$ cat src/rtl/mem_arb_pkg.sv
// mem_arb_pkg: shared types and the arbitration rule for the memory port arbiter
package mem_arb_pkg;
  typedef enum logic [1:0] {ARB_IDLE, ARB_ACCESS, ARB_DONE} arb_state_t;
  typedef enum logic {OWN_IF = 1'b0, OWN_D = 1'b1} owner_t;
  function automatic owner_t pick_winner(input logic if_req, input logic d_req, input owner_t last_owner, input logic rr_en);
    return !d_req ? OWN_IF : !if_req ? OWN_D : (rr_en && last_owner == OWN_D) ? OWN_IF : OWN_D;
  endfunction
endpackage

$ cat src/rtl/mem_port_arbiter.sv
// mem_port_arbiter: shares one memory port between instruction fetch and data access
module mem_port_arbiter
  import mem_arb_pkg::*;
#(
  parameter int ADDR_W    = 32,
  parameter int DATA_W    = 32,
  parameter int READ_LAT  = 2,
  parameter int WRITE_LAT = 1,
  parameter int RR_EN     = 1
) (
  input  logic              clock,
  input  logic              reset,
  input  logic              if_req,
  input  logic [ADDR_W-1:0] if_addr,
  output logic              if_gnt,
  output logic              if_done,
  input  logic              d_req,
  input  logic              d_we,
  input  logic [ADDR_W-1:0] d_addr,
  input  logic [DATA_W-1:0] d_wdata,
  output logic              d_gnt,
  output logic              d_done,
  output logic [DATA_W-1:0] rdata,
  output logic [ADDR_W-1:0] mem_addr,
  output logic [DATA_W-1:0] mem_wdata,
  output logic              mem_wr,
  input  logic [DATA_W-1:0] mem_rdata,
  output logic              busy,
  output logic              owner
);
  localparam int MAXL = READ_LAT > WRITE_LAT ? READ_LAT : WRITE_LAT;
  localparam int CW = MAXL > 1 ? $clog2(MAXL) : 1;
  if (READ_LAT < 1 || WRITE_LAT < 1) begin : g_lat_check
    $error("mem_port_arbiter: READ_LAT and WRITE_LAT must be at least 1");
  end
  arb_state_t state, state_nxt;
  owner_t win, owner_q;
  logic [CW-1:0] cnt;
  logic grant, cnt_zero, d_write;
  assign win = pick_winner(if_req, d_req, owner_q, RR_EN != 0);
  // grant is gated by reset so no requester sees a grant while the port is held in reset
  assign grant = reset && state == ARB_IDLE && (if_req || d_req);
  assign if_gnt = grant && win == OWN_IF;
  assign d_gnt = grant && win == OWN_D;
  assign if_done = state == ARB_DONE && owner_q == OWN_IF;
  assign d_done = state == ARB_DONE && owner_q == OWN_D;
  assign busy = state != ARB_IDLE;
  assign owner = owner_q;
  assign cnt_zero = cnt == '0;
  assign d_write = win == OWN_D && d_we;
  always_comb begin
    state_nxt = state;
    state_nxt = grant ? ARB_ACCESS :
                (state == ARB_ACCESS && cnt_zero) ? ARB_DONE :
                state == ARB_DONE ? ARB_IDLE : state;
  end
  always_ff @(posedge clock or negedge reset) begin
    if (!reset) begin
      state     <= ARB_IDLE;
      cnt       <= '0;
      owner_q   <= OWN_IF;
      mem_addr  <= '0;
      mem_wdata <= '0;
      mem_wr    <= 1'b0;
      rdata     <= '0;
    end else begin
      state <= state_nxt;
      if (grant) begin
        owner_q  <= win;
        mem_addr <= win == OWN_D ? d_addr : if_addr;
        mem_wr   <= d_write;
        cnt      <= d_write ? CW'(WRITE_LAT - 1) : CW'(READ_LAT - 1);
        if (win == OWN_D) mem_wdata <= d_wdata;
      end else if (state == ARB_ACCESS) begin
        if (cnt_zero) begin
          mem_wr <= 1'b0;
          if (!mem_wr) rdata <= mem_rdata;
        end else begin
          cnt <= cnt - CW'(1);
        end
      end
    end
  end
endmodule

$ cat config.mk
export PLATFORM = sky130hd
export DESIGN_NAME = mem_port_arbiter
export DESIGN_NICKNAME = d
export VERILOG_FILES = /design/src/rtl/mem_arb_pkg.sv /design/src/rtl/mem_port_arbiter.sv
export SDC_FILE = /design/constraint.sdc
export NUM_CORES = 1
export LEC_CHECK = 0
export ABC_AREA = 1
export ABC_CLOCK_PERIOD_IN_PS = 1100
export CELL_PAD_IN_SITES_DETAIL_PLACEMENT = 1
export CELL_PAD_IN_SITES_GLOBAL_PLACEMENT = 2
export CORE_UTILIZATION = 19
export CTS_BUF_LIST = sky130_fd_sc_hd__clkbuf_4 sky130_fd_sc_hd__clkbuf_8
export CTS_CLUSTER_SIZE = 28
export DETAILED_ROUTE_END_ITERATION = 10
export PLACE_DENSITY = 0.84
export RECOVER_POWER = 100
export SYNTH_ARGS = -nofsm -noshare
export SYNTH_HDL_FRONTEND = slang
export SYNTH_SLANG_ARGS = --single-unit
export TNS_END_PERCENT = 30
$ cat constraint.sdc
create_clock -name clock -period 1.1 [get_ports clock]
set_clock_uncertainty 0.05 [all_clocks]
set_input_delay 0.11 -clock clock [delete_from_list [all_inputs] [get_ports clock]]
set_output_delay 0.11 -clock clock [all_outputs]
set_load 0.01 [all_outputs]
After elaboration in Yosys (flattened, before gate mapping)
Cells that the tools add are included.

operators by class
  equality and inequality tests = 3
  bitwise logic cells = 5
  multiplexer cells = 14
  reduce and logical (&&, ||, !) cells = 16
  add/subtract/negate cells = 1

operators by type and width
  kind                                            number
  2-to-1 mux 32 bit                               1
  2-to-1 mux 1 bit                                10
  logical AND 1 bit                               8
  2-to-1 mux 2 bit                                3
  NOT 1 bit                                       5
  AND reduction 2 bit                             2
  AND reduction 4 bit                             1
  nonzero test 2 bit                              2
  nonzero test 3 bit                              1
  == test 2 x 1 -> 1 bit (second input constant)  1
  == test 2 bit (second input constant)           1
  zero test 2 bit                                 1
  != test 2 x 1 -> 1 bit (second input constant)  1
  logical OR 1 bit                                1
  subtractor 1 bit (second input constant)        1

storage, ports and cells
  logic and storage cells = 46
  register bits = 101
  output and inout bits = 103
  input bits = 133

Depth between registers and ports, before layout
  depth in word-level cells = 6
  mapped depth = 7
  gate-level depth less buffers = 6

Worst setup path before layout
Ideal clock, no wire load.

  kind = register -> register
  start point = reg owner_q (netlist: owner)
  end point = reg mem_wdata[10]
  setup slack = -181 ps
  arrival time = 1,114 ps
  required time = 933 ps
  period minus slack after synthesis = 1,281 ps
  buffers on the path = 1
  cell stages (with the launch flop) = 6
  setup time = 117 ps
  cell sequence = dfrtp_1 > a21oi_4 > nand3_2 > buf_2 > nand2_1 > nand2_1

on the way
  cells in the longest elaborated chain, start to end = 4

RTL lines
  what                            RTL line                source
  from (decl)                     mem_port_arbiter.sv:37  owner_t win, owner_q;
  from (signal assigned)          mem_port_arbiter.sv:69  owner_q <= win;
  2-to-1 mux 1 bit (3 in series)  mem_arb_pkg.sv:6        return !d_req ? OWN_IF : !if_req ? OWN_D : (rr_en && last_owner == OWN_D) ? OWN_IF : OWN_D;
  AND reduction 2 bit (no line)   --
  to (signal assigned)            mem_port_arbiter.sv:73  if (win == OWN_D) mem_wdata <= d_wdata;
  to (decl)                       mem_port_arbiter.sv:25  output logic [DATA_W-1:0] mem_wdata,

Every way passes these cells.
A chain may end at the register's enable or synchronous reset.

Final worst setup path
  start point = reg state[0]
  end point = reg rdata[16]

on the way
  cells in the longest elaborated chain, start to end = 5
  elaborated cells on any way between the ends = 6
  those cells by class = eq/ne: 1; bitwise: 1; reduce/logical: 4

RTL lines
  what                               RTL line                source
  from (decl)                        mem_port_arbiter.sv:36  arb_state_t state, state_nxt;
  from (signal assigned)             mem_port_arbiter.sv:67  state <= state_nxt;
  zero test 2 bit                    mem_port_arbiter.sv:42  assign grant = reset && state == ARB_IDLE && (if_req || d_req);
  logical AND 1 bit (2 in series)    mem_port_arbiter.sv:42
  NOT 1 bit (no line)                --
  AND reduction 4 bit (no line) (*)  --
  to (signal assigned)               mem_port_arbiter.sv:77  if (!mem_wr) rdata <= mem_rdata;
  to (decl)                          mem_port_arbiter.sv:23  output logic [DATA_W-1:0] rdata,

Every way passes the cells marked *; elsewhere a longest branch is shown, timed or not.

==> key figures <==
Status
  – Outcome: finished, violations left
  – Failing checks: negative setup slack

Timing
  – Final hold vios: 0
  – Min Tclk post-route: 1.52 ns
  – Fmax: approximately 0.66 GHz
  – RSZ-0062 raised after global routing: true
  – Worst Tran Pin Value: 0.566 ns
  – Period utilization: 138%
  – Final setup TNS: -35.03 ns
  – Worst slew margin: between 60% and 70%
  – Final Slew Violations: 0
  – Final setup fails: 106
  – Worst setup margin: -0.423 ns

Global route
  – Met3 Use GR: under 10%
  – Initial antenna violation count: 1
  – Total congestion overflow: 0
  – All-Layer GR Usage: 13.7%
  – Vias in the first global route: 4694
  – Busiest grt layer: met2
  – Met1 usage: 16.5%
  – First-pass GRT wire length: 25500 um
  – Largest net degree at the start of global routing: 102
  – Met2 Resource Use GR: 23.3%

Yosys
  – Synthesized area: 4460 sq um
  – Syn_nets: 687
  – Post-synth ARST share: 100%
  – Post-synthesis area per instance: roughly 8.0 sq um
  – Post-synth EDFFs: 0
  – Synthesized instance count: 554
  – Seq/Total Area, Yosys: 56.7%
  – Yosys Warn Count: 0
  – Yosys cell types: 19
  – Post-synthesis register bit count: between 100 and 150
  – Ys flop type: dfrtp_1

Finish
  – Syn-to-layout area delta: 74.6%
  – Area occupied by multi-input gates: about 1600 sq um
  – Layout cell share with drive strength beyond 1: 22.9%
  – Non-filler cells, final: roughly 1100
  – # fillers: 2759
  – Reg area: approximately 2500 sq um
  – Final Cell Area: 7780 sq um
  – # nets final: 955

Clocking
  – Root Buffer: clkbuf_8
  – Worst skew pair latency: 0.37 ns
  – Clock slew at the register clock pins of the worst setup and hold paths: 0.10 ns
  – # H-tree levels: 3
  – CTS Buf Count: 9
  – CTS tree: yes
  – CTS sink cnt: 101
  – Maximum clock path buffer count: 2

Pwr
  – Power density cells: 2470 nW/um^2
  – Leakage: slightly above 4 nW
  – Max IR drop VDD: 690 uV

Floorplanning
  – Starting Density: 19.5%
  – Die area: 24100 sq um
  – Ports: 236
  – Core area: 22800 sq um
  – Die X: 155 um
  – Rows: 55
  – Die height: 155 um

Job
  – Max-cap viol count: 0

Route
  – Via count: 4598
  – Drt pass-1 iters: 4
  – Wirelength per Cell: 15.3 um
  – Post-DR vias/cell: 4.03
  – Final wirelength: 17500 um
  – Routed Antenna Nets: 0
  – Initial DRC Count: about 200
  – DRC viols: 0

Worst setup path
  – Slowest stage delay, CP: 0.41 ns
  – Worst Path Required: 1.31 ns
  – CP Data Arrival Time: 1.73 ns
  – Worst setup SP type: register
  – Reg2Reg Setup Slack: -0.42 ns
  – Worst-path maximum fanout: 8
  – Setup CP Type: register to register
  – Cell mode on critical path: buf_4
  – Worst-path cell chain: buf_4 > buf_4 > nand4_4 > clkbuf_16 > nand2_1 > o21ai_0
  – Crit. End Element: register
  – Slowest CP cell: dfrtp_1

Placement
  – Placed insts: 1096
  – RD Place Congestion: roughly 0.7
  – DP Area: 7310 sq um
  – DP HPWL: 11200 um
  – I/O Buffers: 235

Min path
  – Hold Crit Class: input port to register
## flip-flops by register name (all words and copies together) (netlist names)
name and cells:
rdata 32, cnt 1, mem_wdata 32, state 2, mem_wr 1, mem_addr 32
owner 1
## synthesized netlist by cell type, types with 2 or more instances
master,number,area share (%)
clkbuf_1,7,0.59
buf_4,5,0.84
nand3_1,65,7.3
inv_1,41,3.5
buf_6,3,0.76
buf_2,15,1.7
nand2_1,266,22
dfrtp_1,101,57
buf_1,2,0.17
nor2_1,5,0.42
o21ai_0,36,4.0
## worst max-delay path, delay by kind of cell, from the launching register on
| family | cells | cell delay (ns) |
|---|---|---|
| AO/OA/AOI/OAI | 1 | 0.08 |
| buffers and inverters | 3 | 0.55 |
| flip-flops | 1 | 0.41 |
| AND/OR/NAND/NOR | 2 | 0.32 |
## layout make-up
class	instances	area share, %
Antenna cell	1	0.0322
Clock buffer	11	1.79
Clock inverter	5	1.06
Inverter	42	2.03
Multi-Input combinational cell	379	21.0
Sequential cell	101	32.5
Tap cell	313	5.03
Timing Repair Buffer	289	36.5
## layer usage
metal | wire length, um | vias up
met5 | 0 | -
met4 | 336 | 0
met3 | 1000 | 18
met2 | 8360 | 141
met1 | 7770 | 2188
li1 | - | 2251
## stage by stage
| stage | hold WS [ns] | setup slack [ns] | util (%) | power [W] |
|---|---|---|---|---|
| 2_1_floorplan | -0.236 | -0.132 | - | 0.0102 |
| 3_3_place_gp | 0.326 | -0.755 | 32.0 | 0.0157 |
| 4_1_cts | 0.182 | -0.445 | 32.6 | 0.0184 |
| 5_1_grt | 0.206 | -0.484 | 34.0 | 0.0207 |
| 6_report | 0.222 | -0.423 | 34.0 | 0.0192 |
| 3_5_place_dp | 0.339 | -0.787 | 32.0 | 0.0159 |
## power breakdown
part	internal, W	switching [W]	total (W)
Combinational	0.00502	0.00478	0.00980
Clock	0.00134	0.00140	0.00274
Sequential	0.00553	0.00114	0.00666
Total	0.0119	0.00731	0.0192
## cells in the final DEF, fill, tap and decap left out, types with 2 or more instances in the layout
cell / n
nand2_2: 4
nor2_1: 4
clkbuf_4: 2
o21ai_0: 28
buf_4: 27
inv_1: 38
inv_2: 4
clkbuf_16: 6
nand3_1: 65
bufinv_16: 2
nor2_4: 3
clkbuf_8: 9
dfrtp_1: 100
clkdlybuf4s50_1: 131
buf_2: 51
buf_6: 62
nand2_1: 262
buf_12: 10
o21ai_1: 8
## repair_timing
item | in CTS | in global routing
gates cloned | 1 | 10
pin swaps | 7 | 3
buffers inserted | 16 | 0
endpoints found under the hold margin | 101 | 0
resized for setup | 475 | 36
hold buffers | 1 | 0
endpoints found under the setup margin | 203 | 204
## kinds of logic after synthesis
logic type	share of synthesized area [%]
buffers and inverters	7.58
AND/OR/NAND/NOR	31.2
AO/OA/AOI/OAI	4.52
flip-flops	56.7
## path summary, 6_finish.rpt
kind	from	endpoint	depth (start not counted)
setup / recovery	state[0]$_DFFE_PN0P_	rdata[16]$_DFFE_PN0P_	6
hold / removal	mem_rdata[6]	rdata[6]$_DFFE_PN0P_	3
setup reg to reg	state[0]$_DFFE_PN0P_	rdata[16]$_DFFE_PN0P_	6
hold reg to reg	mem_wdata[14]$_DFFE_PN0P_	mem_wdata[14]$_DFFE_PN0P_	2
max in group asynchronous	reset	owner$_DFFE_PN0P_	4
min in group asynchronous	reset	mem_wdata[31]$_DFFE_PN0P_	4
Note: power is estimated with default switching activity, not from simulation.
